## src/rtl/esl_clk_check_pkg.sv

```systemverilog
// esl_clk_check_pkg -- shared types and constants for the clock-checker test-phase sequencer.
// Revision 1.0
`default_nettype none

package esl_clk_check_pkg;

   localparam int FAIL_CNT_W = 4;
   localparam logic [FAIL_CNT_W-1:0] FAIL_CNT_MAX = '1;

   typedef enum logic [2:0] {
      IDLE         = 3'd0,
      RUN          = 3'd1,
      WAIT_DONE    = 3'd2,
      EVAL         = 3'd3,
      WAIT_RELEASE = 3'd4,
      GAP          = 3'd5,
      FAULT        = 3'd6
   } state_t;

   function automatic logic [FAIL_CNT_W-1:0] sat_inc(input logic [FAIL_CNT_W-1:0] v);
      return (v == FAIL_CNT_MAX) ? v : v + 1'b1;
   endfunction

endpackage

`default_nettype wire

```

## src/rtl/esl_clk_check_seq_if.sv

```systemverilog
// esl_clk_check_seq_if -- control, CUT handshake and status signals of the test-phase sequencer.
// Revision 1.0
`default_nettype none

interface esl_clk_check_seq_if;
   import esl_clk_check_pkg::*;

   logic                  enable;
   logic                  clear_fault;
   logic                  cut_run;
   logic                  cut_done;
   logic                  comp_too_high;
   logic                  comp_too_low;
   logic                  param_error;
   logic                  meas_valid;
   logic                  last_high;
   logic                  last_low;
   logic                  clk_dead;
   logic                  fault;
   logic [FAIL_CNT_W-1:0] fail_cnt;
   logic                  busy;

   modport master (
      output enable, clear_fault, cut_done, comp_too_high, comp_too_low, param_error,
      input  cut_run, meas_valid, last_high, last_low, clk_dead, fault, fail_cnt, busy
   );

   modport slave (
      input  enable, clear_fault, cut_done, comp_too_high, comp_too_low, param_error,
      output cut_run, meas_valid, last_high, last_low, clk_dead, fault, fail_cnt, busy
   );

endinterface

`default_nettype wire

```

## src/rtl/esl_clk_check_tmo.sv

```systemverilog
// esl_clk_check_tmo -- loadable down-counter; expired_o is high while the count sits at zero.
// Revision 1.0
`default_nettype none

module esl_clk_check_tmo #(
   parameter int WIDTH = 8
) (
   input  wire logic             clk,
   input  wire logic             reset,
   input  wire logic             load_i,
   input  wire logic [WIDTH-1:0] load_val_i,
   input  wire logic             en_i,
   output logic                  expired_o
);

   logic [WIDTH-1:0] cnt_q;

   always_ff @(posedge clk or posedge reset) begin
      if (reset) begin
         cnt_q <= '0;
      end else if (load_i) begin
         cnt_q <= load_val_i;
      end else if (en_i && (cnt_q != '0)) begin
         cnt_q <= cnt_q - 1'b1;
      end
   end

   assign expired_o = (cnt_q == '0);

endmodule

`default_nettype wire

```

## src/rtl/esl_clk_check_seq.sv

```systemverilog
// esl_clk_check_seq -- opens/closes CUT measurement windows, runs the 4-phase handshake, confirms faults.
// Revision 1.0
`default_nettype none

import esl_clk_check_pkg::*;

module esl_clk_check_seq #(
   parameter int WINDOW_CYCLES = 1000,
   parameter int GAP_CYCLES    = 16,
   parameter int ACK_TIMEOUT   = 64,
   parameter int FAIL_CONFIRM  = 3
) (
   input  wire logic     clk,
   input  wire logic     reset,
   esl_clk_check_seq_if.slave bus
);

   localparam int WIN_MAX = (WINDOW_CYCLES > GAP_CYCLES) ? WINDOW_CYCLES : GAP_CYCLES;
   localparam int WIN_W   = $clog2(WIN_MAX + 1);
   localparam int ACK_W   = $clog2(ACK_TIMEOUT + 1);

   // Timers load N-1 on entry so that the Nth cycle in the state is the one that sees expiry.
   localparam logic [WIN_W-1:0]      C_WIN_LOAD = WIN_W'(WINDOW_CYCLES - 1);
   localparam logic [WIN_W-1:0]      C_GAP_LOAD = WIN_W'(GAP_CYCLES - 1);
   localparam logic [ACK_W-1:0]      C_ACK_LOAD = ACK_W'(ACK_TIMEOUT - 1);
   localparam logic [FAIL_CNT_W-1:0] C_CONFIRM  = FAIL_CNT_W'(FAIL_CONFIRM);

   state_t                state_q, state_d;
   logic                  cut_run_q, cut_run_d;
   logic                  meas_valid_q, meas_valid_d;
   logic                  last_high_q, last_high_d;
   logic                  last_low_q, last_low_d;
   logic                  clk_dead_q, clk_dead_d;
   logic                  fault_q, fault_d;
   logic [FAIL_CNT_W-1:0] fail_cnt_q, fail_cnt_d;
   logic                  busy_q, busy_d;

   logic                  w_state_chg;
   logic                  w_win_load, w_win_en, w_win_exp;
   logic [WIN_W-1:0]      w_win_val;
   logic                  w_ack_load, w_ack_en, w_ack_exp;
   logic [FAIL_CNT_W-1:0] w_fail_inc;

   assign w_fail_inc  = sat_inc(fail_cnt_q);
   assign w_state_chg = (state_d != state_q);
   assign w_win_load  = w_state_chg && ((state_d == RUN) || (state_d == GAP));
   assign w_win_val   = (state_d == RUN) ? C_WIN_LOAD : C_GAP_LOAD;
   assign w_win_en    = (state_q == RUN) || (state_q == GAP);
   assign w_ack_load  = w_state_chg && ((state_d == WAIT_DONE) || (state_d == WAIT_RELEASE));
   assign w_ack_en    = (state_q == WAIT_DONE) || (state_q == WAIT_RELEASE);

   esl_clk_check_tmo #(.WIDTH(WIN_W)) u_win_tmo (
      .clk        (clk),
      .reset      (reset),
      .load_i     (w_win_load),
      .load_val_i (w_win_val),
      .en_i       (w_win_en),
      .expired_o  (w_win_exp)
   );

   esl_clk_check_tmo #(.WIDTH(ACK_W)) u_ack_tmo (
      .clk        (clk),
      .reset      (reset),
      .load_i     (w_ack_load),
      .load_val_i (C_ACK_LOAD),
      .en_i       (w_ack_en),
      .expired_o  (w_ack_exp)
   );

   always_comb begin
      state_d      = state_q;
      cut_run_d    = cut_run_q;
      meas_valid_d = 1'b0;
      last_high_d  = last_high_q;
      last_low_d   = last_low_q;
      clk_dead_d   = clk_dead_q;
      fault_d      = fault_q;
      fail_cnt_d   = fail_cnt_q;

      unique case (state_q)
         IDLE: begin
            // A misconfigured comparator is a safety fault in its own right.
            if (bus.param_error) begin
               state_d = FAULT;
               fault_d = 1'b1;
            end else if (bus.enable) begin
               state_d   = RUN;
               cut_run_d = 1'b1;
            end
         end
         RUN: begin
            if (!bus.enable) begin
               state_d   = WAIT_RELEASE;
               cut_run_d = 1'b0;
            end else if (w_win_exp) begin
               state_d   = WAIT_DONE;
               cut_run_d = 1'b0;
            end
         end
         WAIT_DONE: begin
            if (bus.cut_done) begin
               state_d = EVAL;
            end else if (w_ack_exp) begin
               state_d    = FAULT;
               clk_dead_d = 1'b1;
               fault_d    = 1'b1;
            end
         end
         EVAL: begin
            meas_valid_d = 1'b1;
            last_high_d  = bus.comp_too_high;
            last_low_d   = bus.comp_too_low;
            state_d      = WAIT_RELEASE;
            if (bus.comp_too_high || bus.comp_too_low) begin
               fail_cnt_d = w_fail_inc;
               if (w_fail_inc >= C_CONFIRM) begin
                  state_d = FAULT;
                  fault_d = 1'b1;
               end
            end else begin
               fail_cnt_d = '0;
            end
         end
         WAIT_RELEASE: begin
            if (!bus.cut_done) begin
               state_d = bus.enable ? GAP : IDLE;
            end else if (w_ack_exp) begin
               state_d    = FAULT;
               clk_dead_d = 1'b1;
               fault_d    = 1'b1;
            end
         end
         GAP: begin
            if (!bus.enable) begin
               state_d = IDLE;
            end else if (w_win_exp) begin
               state_d   = RUN;
               cut_run_d = 1'b1;
            end
         end
         FAULT: begin
            cut_run_d = 1'b0;
            if (bus.clear_fault && !bus.param_error) begin
               state_d    = IDLE;
               fault_d    = 1'b0;
               clk_dead_d = 1'b0;
               fail_cnt_d = '0;
            end
         end
         default: begin
            state_d   = IDLE;
            cut_run_d = 1'b0;
         end
      endcase

      busy_d = (state_d != IDLE) && (state_d != FAULT);
   end

   always_ff @(posedge clk or posedge reset) begin
      if (reset) begin
         state_q      <= IDLE;
         cut_run_q    <= 1'b0;
         meas_valid_q <= 1'b0;
         last_high_q  <= 1'b0;
         last_low_q   <= 1'b0;
         clk_dead_q   <= 1'b0;
         fault_q      <= 1'b0;
         fail_cnt_q   <= '0;
         busy_q       <= 1'b0;
      end else begin
         state_q      <= state_d;
         cut_run_q    <= cut_run_d;
         meas_valid_q <= meas_valid_d;
         last_high_q  <= last_high_d;
         last_low_q   <= last_low_d;
         clk_dead_q   <= clk_dead_d;
         fault_q      <= fault_d;
         fail_cnt_q   <= fail_cnt_d;
         busy_q       <= busy_d;
      end
   end

   assign bus.cut_run    = cut_run_q;
   assign bus.meas_valid = meas_valid_q;
   assign bus.last_high  = last_high_q;
   assign bus.last_low   = last_low_q;
   assign bus.clk_dead   = clk_dead_q;
   assign bus.fault      = fault_q;
   assign bus.fail_cnt   = fail_cnt_q;
   assign bus.busy       = busy_q;

endmodule

`default_nettype wire

```

## src/flat_wrapper.sv

```systemverilog
// flat-port wrapper written by rule: the top's interface ports become plain ports
module esl_clk_check_seq_flat 
#(
   parameter int WINDOW_CYCLES = 1000,
   parameter int GAP_CYCLES    = 16,
   parameter int ACK_TIMEOUT   = 64,
   parameter int FAIL_CONFIRM  = 3
)
  (clk, reset, bus_enable, bus_clear_fault, bus_cut_done, bus_comp_too_high, bus_comp_too_low, bus_param_error, bus_cut_run, bus_meas_valid, bus_last_high, bus_last_low, bus_clk_dead, bus_fault, bus_fail_cnt, bus_busy);
  esl_clk_check_seq_if bus_i ();
  input  wire logic clk;
  input  wire logic reset;
  input wire logic [$bits(bus_i.enable)-1:0] bus_enable;
  input wire logic [$bits(bus_i.clear_fault)-1:0] bus_clear_fault;
  input wire logic [$bits(bus_i.cut_done)-1:0] bus_cut_done;
  input wire logic [$bits(bus_i.comp_too_high)-1:0] bus_comp_too_high;
  input wire logic [$bits(bus_i.comp_too_low)-1:0] bus_comp_too_low;
  input wire logic [$bits(bus_i.param_error)-1:0] bus_param_error;
  output wire logic [$bits(bus_i.cut_run)-1:0] bus_cut_run;
  output wire logic [$bits(bus_i.meas_valid)-1:0] bus_meas_valid;
  output wire logic [$bits(bus_i.last_high)-1:0] bus_last_high;
  output wire logic [$bits(bus_i.last_low)-1:0] bus_last_low;
  output wire logic [$bits(bus_i.clk_dead)-1:0] bus_clk_dead;
  output wire logic [$bits(bus_i.fault)-1:0] bus_fault;
  output wire logic [$bits(bus_i.fail_cnt)-1:0] bus_fail_cnt;
  output wire logic [$bits(bus_i.busy)-1:0] bus_busy;
  assign bus_i.enable = bus_enable;
  assign bus_i.clear_fault = bus_clear_fault;
  assign bus_i.cut_done = bus_cut_done;
  assign bus_i.comp_too_high = bus_comp_too_high;
  assign bus_i.comp_too_low = bus_comp_too_low;
  assign bus_i.param_error = bus_param_error;
  assign bus_cut_run = bus_i.cut_run;
  assign bus_meas_valid = bus_i.meas_valid;
  assign bus_last_high = bus_i.last_high;
  assign bus_last_low = bus_i.last_low;
  assign bus_clk_dead = bus_i.clk_dead;
  assign bus_fault = bus_i.fault;
  assign bus_fail_cnt = bus_i.fail_cnt;
  assign bus_busy = bus_i.busy;
  esl_clk_check_seq #(.WINDOW_CYCLES(WINDOW_CYCLES), .GAP_CYCLES(GAP_CYCLES), .ACK_TIMEOUT(ACK_TIMEOUT), .FAIL_CONFIRM(FAIL_CONFIRM)) u_core (.clk(clk), .reset(reset), .bus(bus_i));
endmodule
```

## config.mk

```make
export PLATFORM = sky130hd
export DESIGN_NAME = esl_clk_check_seq_flat
export DESIGN_NICKNAME = d
export VERILOG_FILES = /design/src/rtl/esl_clk_check_pkg.sv /design/src/rtl/esl_clk_check_seq_if.sv /design/src/rtl/esl_clk_check_tmo.sv /design/src/rtl/esl_clk_check_seq.sv /design/src/flat_wrapper.sv
export SDC_FILE = /design/constraint.sdc
export NUM_CORES = 1
export LEC_CHECK = 0
export ABC_AREA = 1
export CELL_PAD_IN_SITES_DETAIL_PLACEMENT = 1
export CELL_PAD_IN_SITES_GLOBAL_PLACEMENT = 1
export CORE_UTILIZATION = 41
export CTS_CLUSTER_DIAMETER = 30
export DETAILED_ROUTE_END_ITERATION = 16
export GPL_TIMING_DRIVEN = 1
export PLACE_DENSITY = 0.89
export SLEW_MARGIN = 10
export SYNTH_ARGS = -nofsm -noshare
export SYNTH_HDL_FRONTEND = slang
export SYNTH_SLANG_ARGS = --single-unit
export TNS_END_PERCENT = 30
```

## constraint.sdc

```tcl
create_clock -name clk -period 2.3 [get_ports clk]
set_input_delay 0.46 -clock clk [delete_from_list [all_inputs] [get_ports clk]]
set_output_delay 0.46 -clock clk [all_outputs]
set_load 0.005 [all_outputs]
```

## Word-level counts from Yosys, hierarchy flattened

Index checks and enable logic that the tools add are counted.
W data, S select, Z words.

- Reduce and logical (&&, ||, !) cells: 28
- Add/sub/neg operators: 3
- Multipliers: 0
- Eq/ne operators: 24
- Bitwise logic cells: 1
- Divide/modulo/power cells: 0
- Magnitude comparators: 1
- Shift-type cells: 0
- Mux-type cells: 43

Operators by type and width:

| kind | count |
|---|---|
| $mux W3 | 12 |
| $mux W10 | 3 |
| $pmux W3 S7 | 1 |
| $mux W1 | 17 |
| $eq A3 B3 Y1 const B | 5 |
| $mux W7 | 2 |
| $ne A2 B2 Y1 const B | 7 |
| $mux W4 | 3 |
| $logic_not A10 Y1 | 1 |
| $reduce_bool A10 Y1 | 1 |
| $sub A10 B1 Y10 const B | 1 |
| $eq A3 B2 Y1 const B | 3 |
| $pmux W4 S2 | 1 |
| $logic_not A7 Y1 | 1 |
| $reduce_and A7 Y1 | 1 |
| $reduce_bool A7 Y1 | 1 |
| $sub A7 B1 Y7 const B | 1 |
| $eq A3 B1 Y1 const B | 2 |
| $logic_and A1 B1 Y1 | 6 |
| $ne A2 B1 Y1 const B | 3 |
| $ne A3 B3 Y1 const B | 2 |
| $reduce_and A6 Y1 | 1 |
| $reduce_bool A2 Y1 | 3 |
| $reduce_bool A3 Y1 | 2 |
| other kinds (16) | 20 |

- Register bits after elaboration: 31
- Memories: 0
- Bits in latches: 0
- Memory bits (writable): 0
- ROM bits: 0

## Depth between registers and ports, before layout

- Word-level depth: 10
- Gate-level depth with buffers: 16
- Gate-level depth less buffers: 15

## Modules after synthesis

From an unflattened synthesis, not the netlist that was laid out.

- Cell total of the unflattened synthesis: 356
- Area total of the unflattened synthesis: 2353.5 um^2

Modules (own cells, without submodules):

| module | times used | cells each | seq. area each (um^2) | area each (um^2) |
|---|---|---|---|---|
| esl_clk_check_seq | 1 | 178 | 350.3 | 1093.5 |
| esl_clk_check_tmo (u_core.u_win_tmo) | 1 | 104 | 250.2 | 750.7 |
| esl_clk_check_tmo (u_core.u_ack_tmo) | 1 | 74 | 175.2 | 509.2 |

## Worst setup path after synthesis

OpenSTA, ideal clock, no wires.

- Path type: reg2reg
- From: register u_core.fail_cnt_q[0], in the netlist u_core.bus.fail_cnt[0]
- To: register u_core.u_win_tmo.cnt_q[3]
- Buffers on the path: 1
- Clock period less this slack: 1.824 ns
- Data arrival time: 1.706 ns
- Cell stages (with the launch flop): 17
- Library setup time: 0.118 ns
- Slack: 0.476 ns
- Data required time: 2.182 ns
- Path through: dfrtp_1 -> ha_1 -> nand3_1 -> nand2_1 -> nand2_1 -> inv_1 -> nand2_1 -> nand2_1 -> nand2_1 -> nand3_2 -> nand2_1 -> nand3_2 -> nand2_2 -> buf_6 -> nand2_1 -> nand3_1 -> nand2_1

- Cells in the longest elaborated chain, start to end: 10

Ends and longest elaborated chain:

| element | line | text |
|---|---|---|
| start: declaration | esl_clk_check_seq.sv:35 | `logic [FAIL_CNT_W-1:0] fail_cnt_q, fail_cnt_d;` |
| start signal: assignment | esl_clk_check_seq.sv:178 | `fail_cnt_q <= fail_cnt_d;` |
| $add A4 B1 Y4 / $eq A4 B4 Y1 (equally long branches) | esl_clk_check_pkg.sv:21 | `return (v == FAIL_CNT_MAX) ? v : v + 1'b1;` |
| $mux W4 (*) | esl_clk_check_pkg.sv:21 |  |
| $ge A4 B2 Y1 (*) | esl_clk_check_seq.sv:116 | `if (w_fail_inc >= C_CONFIRM) begin` |
| $mux W2 (*) | esl_clk_check_seq.sv:116 |  |
| $mux W3 (*) | esl_clk_check_seq.sv:114 | `if (bus.comp_too_high \|\| bus.comp_too_low) begin` |
| $pmux W3 S7 (*) | esl_clk_check_seq.sv:80 | `unique case (state_q)` |
| net u_core.state_d[1] | esl_clk_check_seq.sv:28 | `state_t state_q, state_d;` |
| $eq A3 B1 Y1 / $eq A3 B3 Y1 (equally long branches) | esl_clk_check_seq.sv:46, esl_clk_check_seq.sv:47 |  |
| $logic_or A1 B1 Y1 | esl_clk_check_seq.sv:46 | `assign w_win_load = w_state_chg && ((state_d == RUN) \|\| (state_d == GAP));` |
| $logic_and A1 B1 Y1 | esl_clk_check_seq.sv:46 |  |
| $mux W10 / $reduce_bool A2 Y1 (equally long branches) | - |  |
| end signal: assignment | esl_clk_check_tmo.sv:22 | `cnt_q <= load_val_i;` |
| end signal: assignment | esl_clk_check_tmo.sv:24 | `cnt_q <= cnt_q - 1'b1;` |
| end: declaration | esl_clk_check_tmo.sv:16 | `logic [WIDTH-1:0] cnt_q;` |

The timed path passes the listed nets; every way through them passes the cells marked *.
A chain may end at the register's enable or synchronous reset.

## Worst setup path in the final report

- From: input bus_param_error
- To: register u_core.u_win_tmo.cnt_q[3]

- Cells in the longest elaborated chain, start to end: 8

Ends and longest elaborated chain:

| element | line | text |
|---|---|---|
| start: declaration | flat_wrapper.sv:18 | `input wire logic [$bits(bus_i.param_error)-1:0] bus_param_error;` |
| $logic_not A1 Y1 | esl_clk_check_seq.sv:143 | `if (bus.clear_fault && !bus.param_error) begin` |
| $logic_and A1 B1 Y1 | esl_clk_check_seq.sv:143 |  |
| $mux W3 | esl_clk_check_seq.sv:143 |  |
| $pmux W3 S7 (*) | esl_clk_check_seq.sv:80 |  |
| net u_core.state_d[1] | esl_clk_check_seq.sv:28 |  |
| $eq A3 B1 Y1 / $eq A3 B3 Y1 (equally long branches) | esl_clk_check_seq.sv:46, esl_clk_check_seq.sv:47 |  |
| $logic_or A1 B1 Y1 | esl_clk_check_seq.sv:46 |  |
| $logic_and A1 B1 Y1 | esl_clk_check_seq.sv:46 |  |
| $mux W10 / $reduce_bool A2 Y1 (equally long branches) | - |  |

Marks and branches as above.

==> impl_metrics.env <==
export IMPL_cts_made_buffers=5
export IMPL_synthArstFlopShare_pct=100.0
export IMPL_hold_viol=0
export IMPL_powerDensity_nw_per_um2=1397
export IMPL_area_growth_pct=22.03
export IMPL_htreeDepth=2
export IMPL_hold_path_class="flop to flop"
export IMPL_post_dp_hpwl_um=3466
export IMPL_globalRouteTotalUtil_pct=21.52
export IMPL_grt_pass1_wl_um=8211
export IMPL_rsz0062_at_grt="false"
export IMPL_placed_cell_area_um2=2108
export IMPL_ir_drop_mv=0.4683
export IMPL_grt_max_degree=32
export IMPL_fillCellCount=549
export IMPL_hold_path_depth=2
export IMPL_hold_buffers=0
export IMPL_crit_path_end_kind="flop"
export IMPL_initial_utilization_pct=42.53
export IMPL_drv_slew=0
export IMPL_drc_errors=0
export IMPL_io_pin_count=19
export IMPL_vias=1734
export IMPL_ys_ff_latch=31
export IMPL_postRouteAntennaNets=0
export IMPL_stdcell_area_um2=2260
export IMPL_ys_top_cells_by_area="dfrtp_1, nand2_1, inv_1"
export IMPL_crit_path_max_fanout=8
export IMPL_gp_routability_congestion=0.8593
export IMPL_io_buffer_count=18
export IMPL_worstSetupPathType="primary input to flop"
export IMPL_skew_ps=6.891
export IMPL_finalCritPeriodShare_pct=93.64
export IMPL_yosysMostFrequentCell="nand2_1"
export IMPL_setup_viol=0
export IMPL_hold_ws_ps=506.4
export IMPL_drt_pass1_iterations=4
export IMPL_cts_tree="done"
export IMPL_synth_avg_cell_area_um2=7.205
export IMPL_coreArea_um2=4354
export IMPL_worstMarginPinSlew_ps=402.5
export IMPL_routed_wl_um=4864
export IMPL_relSlewSlack_pct=72.96
export IMPL_yosysWarnings=0
export IMPL_fin_nets=298
export IMPL_yosysSeqAreaShare_pct=41.89
export IMPL_cap_violations=0
export IMPL_reg2reg_depth=15
export IMPL_status="finished clean"
export IMPL_yosys_most_used_dff="dfrtp_1"
export IMPL_synth_top_area_cell="dfrtp_1"
export IMPL_period_minus_slack_ps=2154
export IMPL_syn_nets=268
export IMPL_cp_arrival_ps=2330
export IMPL_antenna_cells=0
export IMPL_die_area_um2=4789
export IMPL_grt_pass1_vias=1767
export IMPL_drt_iter0_markers=94
export IMPL_syn_area_um2=1852
export IMPL_die_w_um=69.21
export IMPL_ys_top_cells_by_count="nand2_1, inv_1, dfrtp_1"
export IMPL_cp_start_kind="primary input"
export IMPL_required_ps=2470
export IMPL_yosys_area_top_type_share_pct=41.89
export IMPL_clk_latency_ps=280
export IMPL_postLayoutSetupSlackWorst_ps=146.3
export IMPL_max_freq_mhz=464.3
export IMPL_cts_root_buf="clkbuf_8"
export IMPL_synth_edf_count=0
export IMPL_place_ws_ps=-70.78
export IMPL_cts_path_max_buffers=2
export IMPL_die_height_um=69.21
export IMPL_drive_above_1_share_pct=13.59
export IMPL_std_cell_rows=24
export IMPL_vias_per_cell=5.115
export IMPL_antenna_found_initial=0
export IMPL_synth_distinct_cells=26
export IMPL_p_leak_uw=0.001125
export IMPL_clkSinkCount=31
export IMPL_post_drt_wl_per_cell_um=14.35
export IMPL_cts_clk_slew_worst_paths_ps=70
export IMPL_syn_inst=257
export IMPL_grt_overflow_total=0
## repair_timing
item / in CTS / in global routing
buffers inserted: 0 / 3
hold endpoints to repair: 0 / 0
endpoints found under the setup margin: 0 / 13
gates resized for setup: 0 / 7
## registers in the layout, summed over array words and instances (netlist names)
signal	count
u_core.u_win_tmo.cnt_q	10
u_core.u_ack_tmo.cnt_q	7
u_core.bus.fail_cnt	4
u_core.state_q	3
u_core.bus.busy	1
u_core.bus.clk_dead	1
u_core.bus.cut_run	1
u_core.bus.fault	1
u_core.bus.last_high	1
u_core.bus.last_low	1
u_core.bus.meas_valid	1
## metal layers
layer / global-route usage (%) / part of all wire [%]
met5: 0 / 0
met4: 6.349 / 1.4
met3: 5.233 / 3.9
met2: 33.01 / 46
met1: 30.14 / 49
## kinds of logic after synthesis
family / count (synthesis) / synth area share [%]
AND/OR/NAND/NOR: 145 / 35.00
buffers and inverters: 41 / 8.716
flip-flops: 31 / 41.89
AO/OA/AOI/OAI: 28 / 8.108
XOR/XNOR: 9 / 4.257
adder cells (fa/ha/maj): 3 / 2.027
## critical path, cell delays in order
cell and delay (ps):
clkdlybuf4s50_1 470, inv_1 120, nand2_1 90, nand3_1 160, nand3b_1 120, nor2_1 140, nand3_2 150, nand2_1 110
nand3_2 130, nand2_4 150, nand2_1 80, nand3_1 90, nand2_1 60
## cell type report
class                           instances  area, um^2  share of cell area (%)
Multi-Input combinational cell        185       940.9                   41.64
Sequential cell                        31       775.7                   34.33
Timing Repair Buffer                   24       225.2                   9.967
Inverter                               40       150.1                   6.645
Clock buffer                            6       72.57                   3.212
Tap cell                               52       65.06                   2.879
Clock inverter                          1       30.03                   1.329
## placed cells by master, fill, tap and decap left out, drive strengths merged
cell type and n:
nand2 75, inv 39, nor2 33, dfrtp 31
nand3 26, o21ai 20, clkdlybuf4s50 18, xor2 7
buf 6, a21oi 6, clkbuf 6, nor3 5
ha 3, nand4 2, nand3b 2, xnor2 2
clkinv 1, and3 1, a221oi 1, o31ai 1
or2 1, bufinv 1
## power breakdown
| part | internal, uW | switching [uW] |
|---|---|---|
| Clock | 317 | 203 |
| Sequential | 757 | 201 |
| Combinational | 660 | 1020 |
## stage by stage
step	setup TNS [ps]	instances	total power, uW	util (%)
detailed placement	-70.78	329	2510	48.42
CTS	0	336	3059	50.78
global route	0	339	3460	51.90
finish	0	339	3158	51.90
floorplan	0	257	2024	-
global placement	-54.85	329	2456	48.42
## path summary, 6_finish.rpt
path                                             start                         to  slack, ps
worst max-delay path                   bus_param_error  u_core.u_win_tmo.cnt_q[3]        150
worst min register to register     u_core.bus.last_low        u_core.bus.last_low        510
worst max register to register  u_core.bus.fail_cnt[1]  u_core.u_win_tmo.cnt_q[3]        200
worst min-delay path               u_core.bus.last_low        u_core.bus.last_low        510
min in group asynchronous                        reset  u_core.u_win_tmo.cnt_q[9]        570
max in group asynchronous                        reset  u_core.u_ack_tmo.cnt_q[1]       1440
No activity file was read; power rests on OpenSTA's default activity.
